$ cat src/rtl/proc_pkg.sv
// Shared encodings for the run-control unit: host command opcodes,
// controller state encoding and a width helper.
package proc_pkg;

   localparam logic [2:0] CMD_RUN     = 3'd0;
   localparam logic [2:0] CMD_STEP    = 3'd1;
   localparam logic [2:0] CMD_HALT    = 3'd2;
   localparam logic [2:0] CMD_SET_BP  = 3'd3;
   localparam logic [2:0] CMD_CLR_BP  = 3'd4;
   localparam logic [2:0] CMD_DUMP    = 3'd5;
   localparam logic [2:0] CMD_RESTART = 3'd6;

   typedef enum logic [2:0] {
      ST_RST_HOLD = 3'd0,
      ST_RUN      = 3'd1,
      ST_STEP     = 3'd2,
      ST_HALT     = 3'd3,
      ST_DUMP     = 3'd4
   } state_t;

   function automatic int clog2_min1(input int n);
      return (n > 1) ? $clog2(n) : 1;
   endfunction

endpackage

$ cat src/rtl/run_ctrl_if.sv
// Host/core bundle of the run-control unit.
// With RUN_CTRL_WATCHDOG_EN defined the bundle also carries wdog_hit.
interface run_ctrl_if
   import proc_pkg::*;
#(
   parameter int PC_W     = 16,
   parameter int DATA_W   = 16,
   parameter int NUM_REGS = 8,
   parameter int NUM_BP   = 2,
   parameter int CNT_W    = 32
);
   localparam int IDX_W = clog2_min1(NUM_BP);
   localparam int RA_W  = clog2_min1(NUM_REGS);

   logic              cmd_valid;
   logic              cmd_ready;
   logic [2:0]        cmd_op;
   logic [IDX_W-1:0]  cmd_idx;
   logic [PC_W-1:0]   cmd_addr;
   logic [PC_W-1:0]   pc;
   logic              cpu_rst;
   logic              cpu_en;
   logic [RA_W-1:0]   rf_addr;
   logic [DATA_W-1:0] rf_data;
   logic              dump_valid;
   logic              dump_ready;
   logic [RA_W-1:0]   dump_idx;
   logic [DATA_W-1:0] dump_data;
   logic              halted;
   logic              bp_hit;
   logic [IDX_W-1:0]  bp_hit_idx;
   logic              cmd_err;
   logic [CNT_W-1:0]  cycle_cnt;
`ifdef RUN_CTRL_WATCHDOG_EN
   logic              wdog_hit;
`endif

   modport master (
      output cmd_valid, cmd_op, cmd_idx, cmd_addr, pc, rf_data, dump_ready,
      input  cmd_ready, cpu_rst, cpu_en, rf_addr, dump_valid, dump_idx,
             dump_data, halted, bp_hit, bp_hit_idx, cmd_err, cycle_cnt
`ifdef RUN_CTRL_WATCHDOG_EN
             , wdog_hit
`endif
   );

   modport slave (
      input  cmd_valid, cmd_op, cmd_idx, cmd_addr, pc, rf_data, dump_ready,
      output cmd_ready, cpu_rst, cpu_en, rf_addr, dump_valid, dump_idx,
             dump_data, halted, bp_hit, bp_hit_idx, cmd_err, cycle_cnt
`ifdef RUN_CTRL_WATCHDOG_EN
             , wdog_hit
`endif
   );

endinterface

$ cat src/rtl/run_ctrl_bp_match_unit.sv
// Breakpoint address/enable registers with a combinational PC compare
// that reports the lowest matching breakpoint index.
module bp_match_unit
   import proc_pkg::*;
#(
   parameter int PC_W   = 16,
   parameter int NUM_BP = 2,
   parameter int IDX_W  = 1
) (
   input  logic             clk,
   input  logic             rst,
   input  logic             i_set,
   input  logic             i_clr,
   input  logic [IDX_W-1:0] i_idx,
   input  logic [PC_W-1:0]  i_addr,
   input  logic [PC_W-1:0]  i_pc,
   output logic             o_match,
   output logic [IDX_W-1:0] o_idx
);

   logic [PC_W-1:0]   r_addr [NUM_BP];
   logic [NUM_BP-1:0] r_en;

   always_ff @(posedge clk or posedge rst) begin
      if (rst) begin
         for (int i = 0; i < NUM_BP; i++) r_addr[i] <= '0;
         r_en <= '0;
      end else begin
         for (int i = 0; i < NUM_BP; i++) begin
            if (i_set && i_idx == IDX_W'(i)) begin
               r_addr[i] <= i_addr;
               r_en[i]   <= 1'b1;
            end else if (i_clr && i_idx == IDX_W'(i)) begin
               r_en[i]   <= 1'b0;
            end
         end
      end
   end

   // Scan high to low so the lowest matching index wins.
   always_comb begin
      o_match = 1'b0;
      o_idx   = '0;
      for (int i = NUM_BP - 1; i >= 0; i--) begin
         if (r_en[i] && r_addr[i] == i_pc) begin
            o_match = 1'b1;
            o_idx   = IDX_W'(i);
         end
      end
   end

endmodule

$ cat src/rtl/run_ctrl.sv
// Run-control unit: core reset/clock-enable, breakpoints, stepping, register dump.
// Optional watchdog halt when RUN_CTRL_WATCHDOG_EN is defined.
module run_ctrl
   import proc_pkg::*;
#(
`ifdef RUN_CTRL_WATCHDOG_EN
   parameter int WDOG_CYCLES = 1024,
`endif
   parameter int PC_W       = 16,
   parameter int DATA_W     = 16,
   parameter int NUM_REGS   = 8,
   parameter int NUM_BP     = 2,
   parameter int RST_CYCLES = 2,
   parameter int CNT_W      = 32,
   parameter int AUTO_RUN   = 1
) (
   input logic       clk,
   input logic       reset,
   run_ctrl_if.slave bus
);

   localparam int IDX_W = clog2_min1(NUM_BP);
   localparam int RA_W  = clog2_min1(NUM_REGS);
   localparam int HC_W  = clog2_min1(RST_CYCLES + 1);
   localparam logic [RA_W-1:0] LAST_REG  = RA_W'(NUM_REGS - 1);
   localparam logic [HC_W-1:0] LAST_HOLD = HC_W'(RST_CYCLES - 1);
   localparam state_t AFTER_HOLD = (AUTO_RUN != 0) ? ST_RUN : ST_HALT;

   state_t           r_state;
   logic [HC_W-1:0]  r_hold;
   logic             r_skip;
   logic             r_bp_hit;
   logic [IDX_W-1:0] r_bp_idx;
   logic             r_cmd_err;
   logic [CNT_W-1:0] r_cnt;
   logic [RA_W-1:0]  r_rf_addr;

   logic             w_ready;
   logic             w_acc;
   logic             w_halt_cmd;
   logic             w_bp_match;
   logic [IDX_W-1:0] w_bp_idx;
   logic             w_bp_halt;
   logic             w_cpu_en;

   assign w_ready    = (r_state == ST_RUN) || (r_state == ST_STEP) ||
                       (r_state == ST_HALT);
   assign w_acc      = bus.cmd_valid && w_ready;
   assign w_halt_cmd = w_acc && (bus.cmd_op == CMD_HALT);
   assign w_bp_halt  = (r_state == ST_RUN) && w_bp_match && !r_skip;
   assign w_cpu_en   = (r_state == ST_STEP) ||
                       ((r_state == ST_RUN) && !w_bp_halt && !w_halt_cmd);

   bp_match_unit #(
      .PC_W  (PC_W),
      .NUM_BP(NUM_BP),
      .IDX_W (IDX_W)
   ) u_bp (
      .clk    (clk),
      .rst    (reset),
      .i_set  (w_acc && bus.cmd_op == CMD_SET_BP),
      .i_clr  (w_acc && bus.cmd_op == CMD_CLR_BP),
      .i_idx  (bus.cmd_idx),
      .i_addr (bus.cmd_addr),
      .i_pc   (bus.pc),
      .o_match(w_bp_match),
      .o_idx  (w_bp_idx)
   );

`ifdef RUN_CTRL_WATCHDOG_EN
   logic [31:0] r_wdog;
   logic        r_wdog_hit;
   assign bus.wdog_hit = r_wdog_hit;
`endif

   always_ff @(posedge clk or posedge reset) begin
      if (reset) begin
         r_state   <= ST_RST_HOLD;
         r_hold    <= '0;
         r_skip    <= 1'b0;
         r_bp_hit  <= 1'b0;
         r_bp_idx  <= '0;
         r_cmd_err <= 1'b0;
         r_cnt     <= '0;
         r_rf_addr <= '0;
`ifdef RUN_CTRL_WATCHDOG_EN
         r_wdog     <= '0;
         r_wdog_hit <= 1'b0;
`endif
      end else begin
         r_cmd_err <= 1'b0;
         r_skip    <= 1'b0;
         if (w_cpu_en && !(&r_cnt)) r_cnt <= r_cnt + CNT_W'(1);
`ifdef RUN_CTRL_WATCHDOG_EN
         r_wdog <= (r_state == ST_RUN) ? r_wdog + 32'd1 : 32'd0;
`endif
         unique case (r_state)
            ST_RST_HOLD: begin
               if (r_hold == LAST_HOLD) begin
                  r_hold  <= '0;
                  r_state <= AFTER_HOLD;
               end else begin
                  r_hold  <= r_hold + HC_W'(1);
               end
            end
            ST_RUN: begin
               if (w_bp_halt) begin
                  r_state  <= ST_HALT;
                  r_bp_hit <= 1'b1;
                  r_bp_idx <= w_bp_idx;
               end
`ifdef RUN_CTRL_WATCHDOG_EN
               else if (r_wdog == 32'(WDOG_CYCLES - 1)) begin
                  r_state    <= ST_HALT;
                  r_bp_hit   <= 1'b0;
                  r_wdog_hit <= 1'b1;
               end
`endif
            end
            ST_STEP: begin
               r_state  <= ST_HALT;
               r_bp_hit <= 1'b0;
            end
            ST_DUMP: begin
               if (bus.dump_ready) begin
                  if (r_rf_addr == LAST_REG) r_state <= ST_HALT;
                  else r_rf_addr <= r_rf_addr + RA_W'(1);
               end
            end
            default: ;
         endcase
         // Accepted commands override the state-driven transition above.
         if (w_acc) begin
            unique case (bus.cmd_op)
               CMD_RUN: begin
                  if (r_state == ST_HALT) begin
                     r_state <= ST_RUN;
                     r_skip  <= 1'b1;
`ifdef RUN_CTRL_WATCHDOG_EN
                     r_wdog_hit <= 1'b0;
`endif
                  end else r_cmd_err <= 1'b1;
               end
               CMD_STEP: begin
                  if (r_state == ST_HALT) begin
                     r_state <= ST_STEP;
`ifdef RUN_CTRL_WATCHDOG_EN
                     r_wdog_hit <= 1'b0;
`endif
                  end else r_cmd_err <= 1'b1;
               end
               CMD_HALT: begin
                  if (r_state == ST_RUN) begin
                     r_state  <= ST_HALT;
                     r_bp_hit <= 1'b0;
                  end else r_cmd_err <= 1'b1;
               end
               CMD_DUMP: begin
                  if (r_state == ST_HALT) begin
                     r_state   <= ST_DUMP;
                     r_rf_addr <= '0;
                  end else r_cmd_err <= 1'b1;
               end
               CMD_RESTART: begin
                  r_state <= ST_RST_HOLD;
                  r_hold  <= '0;
                  r_cnt   <= '0;
`ifdef RUN_CTRL_WATCHDOG_EN
                  r_wdog_hit <= 1'b0;
`endif
               end
               CMD_SET_BP, CMD_CLR_BP: ;
               default: r_cmd_err <= 1'b1;
            endcase
         end
      end
   end

   assign bus.cmd_ready  = w_ready;
   assign bus.cpu_rst    = (r_state == ST_RST_HOLD);
   assign bus.cpu_en     = w_cpu_en;
   assign bus.rf_addr    = r_rf_addr;
   assign bus.dump_valid = (r_state == ST_DUMP);
   assign bus.dump_idx   = r_rf_addr;
   assign bus.dump_data  = bus.rf_data;
   assign bus.halted     = (r_state == ST_HALT);
   assign bus.bp_hit     = r_bp_hit;
   assign bus.bp_hit_idx = r_bp_idx;
   assign bus.cmd_err    = r_cmd_err;
   assign bus.cycle_cnt  = r_cnt;

endmodule

$ cat src/flat_wrapper.sv
// flat-port wrapper written by rule: the top's interface ports become plain ports
module run_ctrl_flat import proc_pkg::*;
#(

   parameter int PC_W       = 16,
   parameter int DATA_W     = 16,
   parameter int NUM_REGS   = 8,
   parameter int NUM_BP     = 2,
   parameter int RST_CYCLES = 2,
   parameter int CNT_W      = 32,
   parameter int AUTO_RUN   = 1
)
  (clk, reset, bus_cmd_valid, bus_cmd_op, bus_cmd_idx, bus_cmd_addr, bus_pc, bus_rf_data, bus_dump_ready, bus_cmd_ready, bus_cpu_rst, bus_cpu_en, bus_rf_addr, bus_dump_valid, bus_dump_idx, bus_dump_data, bus_halted, bus_bp_hit, bus_bp_hit_idx, bus_cmd_err, bus_cycle_cnt);
  run_ctrl_if #(.PC_W(PC_W), .DATA_W(DATA_W), .NUM_REGS(NUM_REGS), .NUM_BP(NUM_BP), .CNT_W(CNT_W)) bus_i ();
  input logic clk;
  input logic reset;
  input wire logic [$bits(bus_i.cmd_valid)-1:0] bus_cmd_valid;
  input wire logic [$bits(bus_i.cmd_op)-1:0] bus_cmd_op;
  input wire logic [$bits(bus_i.cmd_idx)-1:0] bus_cmd_idx;
  input wire logic [$bits(bus_i.cmd_addr)-1:0] bus_cmd_addr;
  input wire logic [$bits(bus_i.pc)-1:0] bus_pc;
  input wire logic [$bits(bus_i.rf_data)-1:0] bus_rf_data;
  input wire logic [$bits(bus_i.dump_ready)-1:0] bus_dump_ready;
  output wire logic [$bits(bus_i.cmd_ready)-1:0] bus_cmd_ready;
  output wire logic [$bits(bus_i.cpu_rst)-1:0] bus_cpu_rst;
  output wire logic [$bits(bus_i.cpu_en)-1:0] bus_cpu_en;
  output wire logic [$bits(bus_i.rf_addr)-1:0] bus_rf_addr;
  output wire logic [$bits(bus_i.dump_valid)-1:0] bus_dump_valid;
  output wire logic [$bits(bus_i.dump_idx)-1:0] bus_dump_idx;
  output wire logic [$bits(bus_i.dump_data)-1:0] bus_dump_data;
  output wire logic [$bits(bus_i.halted)-1:0] bus_halted;
  output wire logic [$bits(bus_i.bp_hit)-1:0] bus_bp_hit;
  output wire logic [$bits(bus_i.bp_hit_idx)-1:0] bus_bp_hit_idx;
  output wire logic [$bits(bus_i.cmd_err)-1:0] bus_cmd_err;
  output wire logic [$bits(bus_i.cycle_cnt)-1:0] bus_cycle_cnt;
  assign bus_i.cmd_valid = bus_cmd_valid;
  assign bus_i.cmd_op = bus_cmd_op;
  assign bus_i.cmd_idx = bus_cmd_idx;
  assign bus_i.cmd_addr = bus_cmd_addr;
  assign bus_i.pc = bus_pc;
  assign bus_i.rf_data = bus_rf_data;
  assign bus_i.dump_ready = bus_dump_ready;
  assign bus_cmd_ready = bus_i.cmd_ready;
  assign bus_cpu_rst = bus_i.cpu_rst;
  assign bus_cpu_en = bus_i.cpu_en;
  assign bus_rf_addr = bus_i.rf_addr;
  assign bus_dump_valid = bus_i.dump_valid;
  assign bus_dump_idx = bus_i.dump_idx;
  assign bus_dump_data = bus_i.dump_data;
  assign bus_halted = bus_i.halted;
  assign bus_bp_hit = bus_i.bp_hit;
  assign bus_bp_hit_idx = bus_i.bp_hit_idx;
  assign bus_cmd_err = bus_i.cmd_err;
  assign bus_cycle_cnt = bus_i.cycle_cnt;
  run_ctrl #(.PC_W(PC_W), .DATA_W(DATA_W), .NUM_REGS(NUM_REGS), .NUM_BP(NUM_BP), .RST_CYCLES(RST_CYCLES), .CNT_W(CNT_W), .AUTO_RUN(AUTO_RUN)) u_core (.clk(clk), .reset(reset), .bus(bus_i));
endmodule
$ cat config.mk
export PLATFORM = sky130hd
export DESIGN_NAME = run_ctrl_flat
export DESIGN_NICKNAME = d
export VERILOG_FILES = /design/src/rtl/proc_pkg.sv /design/src/rtl/run_ctrl_if.sv /design/src/rtl/run_ctrl_bp_match_unit.sv /design/src/rtl/run_ctrl.sv /design/src/flat_wrapper.sv
export SDC_FILE = /design/constraint.sdc
export NUM_CORES = 1
export LEC_CHECK = 0
export CAP_MARGIN = 10
export CORE_MARGIN = 1
export CORE_UTILIZATION = 44
export CTS_BUF_LIST = sky130_fd_sc_hd__clkbuf_16
export DETAILED_ROUTE_END_ITERATION = 12
export PLACE_DENSITY = 0.77
export SLEW_MARGIN = 30
export SYNTH_ARGS = -nofsm -noshare
export SYNTH_HDL_FRONTEND = slang
export SYNTH_SLANG_ARGS = --single-unit
export TNS_END_PERCENT = 5
$ cat constraint.sdc
create_clock -name clk -period 2.5 [get_ports clk]
set_input_delay 0.5 -clock clk [delete_from_list [all_inputs] [get_ports clk]]
set_output_delay 0.5 -clock clk [all_outputs]
set_load 0.02 [all_outputs]
## Word-level counts from Yosys, hierarchy flattened

Index checks and enable logic that the tools add are counted.

- Register bits after elaboration: 78
- Word-level logic and storage cells: 103

- Reductions and logical operators: 30
- Bitwise gates (word level): 1
- Equal/unequal tests: 14
- Add/sub/neg operators: 3
- Multiplexer cells: 43

Operator list:

| kind | count |
|---|---|
| two-way mux 32 bit | 3 |
| two-way mux 3 bit | 15 |
| adder 32 x 1 -> 32 bit, second input constant | 1 |
| equality test 16 bit | 2 |
| AND reduction 32 bit | 1 |
| two-way mux 1 bit | 17 |
| equality test 3 bit, second input constant | 5 |
| logical AND 1 bit | 15 |
| one-hot mux 3 bit (5 select lines) | 1 |
| equality test 3 x 2 -> 1 bit, second input constant | 4 |
| one-hot mux 3 bit (4 select lines) | 1 |
| two-way mux 2 bit | 4 |
| equality test 3 x 1 -> 1 bit, second input constant | 2 |
| zero test 3 bit | 2 |
| OR reduction 3 bit | 2 |
| zero test 1 bit | 4 |
| nonzero test 2 bit | 2 |
| adder 3 x 1 -> 3 bit, second input constant | 1 |
| logical OR 1 bit | 3 |
| one-hot mux 1 bit (3 select lines) | 1 |
| adder 2 x 1 -> 2 bit, second input constant | 1 |
| equality test 2 x 1 -> 1 bit, second input constant | 1 |
| one-hot mux 1 bit (2 select lines) | 1 |
| AND reduction 2 bit | 1 |
| inverter 1 bit | 1 |

## Depth between registers and ports, before layout

- Word-level depth: 14
- Gate-level depth with buffers: 10
- Mapped depth without buffers: 9

## Modules after synthesis

Synthesis repeated with hierarchy kept, for this count alone.

- Cells, all modules: 446
- Area, all modules: 4453.0 sq um

Modules (own cells, without submodules):

| module | area each (sq um) | cells an instance | instances |
|---|---|---|---|
| run_ctrl | 2777.7 | 322 | 1 |
| bp_match_unit | 1675.4 | 124 | 1 |

## Worst setup path after synthesis

OpenSTA, ideal clock, no wires.

- Path type: register to output
- From: reg u_core.r_state[1]
- To: out bus_cpu_en
- Setup slack: 18 ps
- Arrival time: 1982 ps
- Cell stages (with the launch flop): 8
- Cell sequence: dfrtp_1 -> nand2b_4 -> or3_1 -> or4_4 -> o22ai_4 -> o31a_1 -> buf_6 -> nor2_1

- Word-level cells in the longest chain between the ends: 8
- Elaborated cells on any way between the ends: 14
- Classes of those cells: eq/ne (3); reduce/logical (11)

Ends and longest elaborated chain:

| what | line | source |
|---|---|---|
| from (decl) | run_ctrl.sv:29 | `state_t r_state;` |
| from (signal assigned) | run_ctrl.sv:78 | `r_state <= ST_RST_HOLD;` |
| from (signal assigned) | run_ctrl.sv:101 | `r_state <= AFTER_HOLD;` |
| from (signal assigned) | run_ctrl.sv:108 | `r_state <= ST_HALT;` |
| equality test 3 x 1 -> 1 bit / equality test 3 x 2 -> 1 bit (equally long branches) | n/a |  |
| logical OR 1 bit (2 in a row) | run_ctrl.sv:46 | `assign w_ready = (r_state == ST_RUN) \|\| (r_state == ST_STEP) \|\|` |
| logical AND 1 bit | run_ctrl.sv:48 | `assign w_acc = bus.cmd_valid && w_ready;` |
| logical AND 1 bit | run_ctrl.sv:49 | `assign w_halt_cmd = w_acc && (bus.cmd_op == CMD_HALT);` |
| zero test 1 bit | run_ctrl.sv:52 | `((r_state == ST_RUN) && !w_bp_halt && !w_halt_cmd);` |
| logical AND 1 bit | run_ctrl.sv:52 |  |
| logical OR 1 bit * | run_ctrl.sv:51 | `assign w_cpu_en = (r_state == ST_STEP) \|\|` |
| to (decl) | flat_wrapper.sv:26 | `output wire logic [$bits(bus_i.cpu_en)-1:0] bus_cpu_en;` |

Every way passes the cells marked *; elsewhere a longest branch is shown, timed or not.

## Worst setup path after layout

Ends and elaborated chain as after synthesis.

==> metrics <==
hpwl dp 7280 microns; port bufs 85; Fin. Hold Viols 0; Setup TNS -0.200 ns; clk slew on worst S/H paths 0.06 ns; synth cell count leaders dfrtp_1 (78), nor2_1 (38), mux2_2 (32), nand2_1 (32), xor2_1 (29); register area share after synthesis 0.464; placed insts 629; PwrDens 983 mW/mm^2; gpl congestion 0.895; I/O pin cnt 118; Cell Count, Final, Fillers Out 649; Synth Warn # 0; Post-synth EDFFs 0; R2R setup slack 0.04 ns; Root Buffer clkbuf_16; DR DRC count 0; via count 3487; Yosys top cell area share 0.464; Worst Reg2Reg Path Length in Cells 9; status finished, violations left; Rows 35; share of cells above drive strength 1 0.238; Core Area 0.00924 sq mm; worst path required time 2.00 ns; largest cells by area after synthesis dfrtp_1 (46%), mux2_2 (8.6%), xor2_1 (6.0%); Ant. Diodes 0; Gate power share 0.402; drt first pass iters 5; initial antenna violation count 0; Worst R2R End u_core.bus.cycle_cnt[26]; CTS tree done; Sw Pwr 2030 uW; H-tree Lvls 3; Max Cap Violations 0; crit path launch type flop; LEAKAGE 0.00240 uW; failing checks negative setup slack; CTS max path bufs 2; Final WS setup -0.200 ns; P&R area growth vs syn 36.2%; peak supply drop 0.464 mV; most frequent cell after synthesis dfrtp_1; Syn Area/Cell 10.3 sq um; Synth area leader dfrtp_1; largest net degree at the start of global routing 37; antenna-violating nets left 0; critical path arrival 2.20 ns; wire per inst 15.6 microns; Clock Latency Late Sink 0.33 ns; unrepaired setup endpoints after global routing true; P_int 3600 uW; total global routing overflow 0; vias in the first global route 3503; Period Utilization, post-route 1.08; Total Routing Usage GR 0.215; Slew headroom 0.579; register bit count reported by yosys 78; achievable clock frequency 370 MHz; Die ar. 0.00996 sq mm; chip height 99.8 microns; worst slew pin tran 0.629 ns; FILL cells 743; crit path kind reg -> out; post-synthesis cell count 410; first-pass GRT wire length 16900 microns; DRT iter0 DRCs 115; Die X-Extent 99.8 microns; Slew Viols, Final 0; HP Class in -> async; main flop type after synthesis dfrtp_1; Num Clock Sinks 78; Clk network pwr share 0.234; asr flop ratio synth 1.00; worst flop-to-flop path startpoint u_core.bus.cycle_cnt[0]; sequential share of power 0.364; Final #Nets 573; synthesized area 0.00421 sq mm; clock skew 0.00646 ns; Finished Cell Area 0.00573 sq mm; post-synthesis cell type count 50; initial core utilization 0.455; Critical Path Sink Type output port; placed cell area 0.00532 sq mm; Final Critical Period 2.70 ns; setup violators final 1; Total Routed Length 10100 microns; sw frac 0.361; CP Max Fanout 2; via density per instance 5.37; CTS Buf Count 9; Syn Nets 468
==> worst max path at each step <==
stage | from | endpoint | cells past startpoint
after global placement | bus_pc[4] | bus_cpu_en | 8
after floorplan | reset | u_core.bus.bp_hit | 1
final | u_core.r_state[1] | bus_cpu_en | 7
after detailed placement | bus_pc[4] | bus_cpu_en | 8
after CTS | u_core.r_state[1] | bus_cpu_en | 7
after global routing | u_core.r_state[1] | bus_cpu_en | 7
==> power by group through the flow <==
stage          clock (uW)  sequential, uW  combinational (uW)
2_1_floorplan           0            2160                1160
3_3_place_gp            0            2020                2110
3_5_place_dp            0            2060                2170
4_1_cts              1320            2040                2240
5_1_grt              1380            2100                2450
6_report             1320            2050                2260
==> critical path, stage by stage, from the launching register on <==
cell      delay [ns]
dfrtp_1         0.37
nand2b_4        0.15
or3_4           0.33
or4_4           0.45
o22ai_4         0.18
o31a_1          0.18
nor2_1          0.05
buf_4           0.16
==> metrics by stage <==
| step | total power, uW | utilization | hold WS, ns | setup slack [ns] |
|---|---|---|---|---|
| global route | 5940 | 0.620 | 0.535 | -0.298 |
| detailed placement | 4230 | 0.576 | 0.491 | -0.700 |
| global placement | 4140 | 0.576 | 0.478 | -0.685 |
| floorplan | 3320 | - | 0.466 | 0.00497 |
| finish | 5630 | 0.620 | 0.497 | -0.200 |
| CTS | 5600 | 0.617 | 0.508 | -0.237 |
==> kinds of logic after synthesis <==
family	synth area share
simple gates	0.190
mux	0.0928
flops	0.464
compound gates	0.0931
fa+ha+maj	0.00595
xor+xnor	0.0979
buf+inv	0.0562
==> cells in the final DEF, fill, tap and decap left out, types with 7 or more instances in the layout <==
cell	Yosys	layout
and3_1	7	7
nand2_1	32	31
clkbuf_16	0	9
clkdlybuf4s50_1	0	68
buf_4	19	34
dfrtp_1	78	78
nand3_1	17	15
dlygate4sd2_1	0	15
or3_1	12	11
xor2_1	29	26
xnor2_1	18	18
nor3_1	12	11
o21ai_0	9	9
nor2_1	38	36
mux2_2	32	32
a21oi_1	16	16
==> routing by layer <==
layer	track usage	vias to the layer above	wire length (microns)
li1	-	1637	-
met1	0.258	1712	4260
met2	0.379	115	5150
met3	0.0432	23	526
met4	0.0882	0	185
met5	0	-	0
==> flip-flops by register name, indices dropped and copies added, names as in the netlist <==
register               cells
u_core.bus.bp_hit          1
u_core.bus.bp_hit_idx      1
u_core.bus.cmd_err         1
u_core.bus.cycle_cnt      32
u_core.bus.dump_idx        3
u_core.r_hold              2
u_core.r_skip              1
u_core.r_state             3
u_core.u_bp.r_addr        32
u_core.u_bp.r_en           2
==> area by class of cell <==
cell class | count | area, sq um | share of cell area
timing repair buffer | 123 | 1170 | 0.204
clock inverter | 7 | 71.3 | 0.0124
sequential | 78 | 1950 | 0.341
tap | 129 | 161 | 0.0282
multi-input combinational | 296 | 2120 | 0.371
inverter | 7 | 26.3 | 0.00459
clock buffer | 9 | 225 | 0.0393
==> repair_timing <==
| item | 4_1_cts | 5_1_grt |
|---|---|---|
| hold endpoints to repair | 0 | 0 |
| hold buffers | 0 | 0 |
| resized for setup | 35 | 8 |
| gates cloned | 1 | 0 |
| buffers inserted | 3 | 0 |
| setup endpoints to repair | 26 | 27 |
| pin swaps | 14 | 3 |
Note: power is estimated with default switching activity, not from simulation.
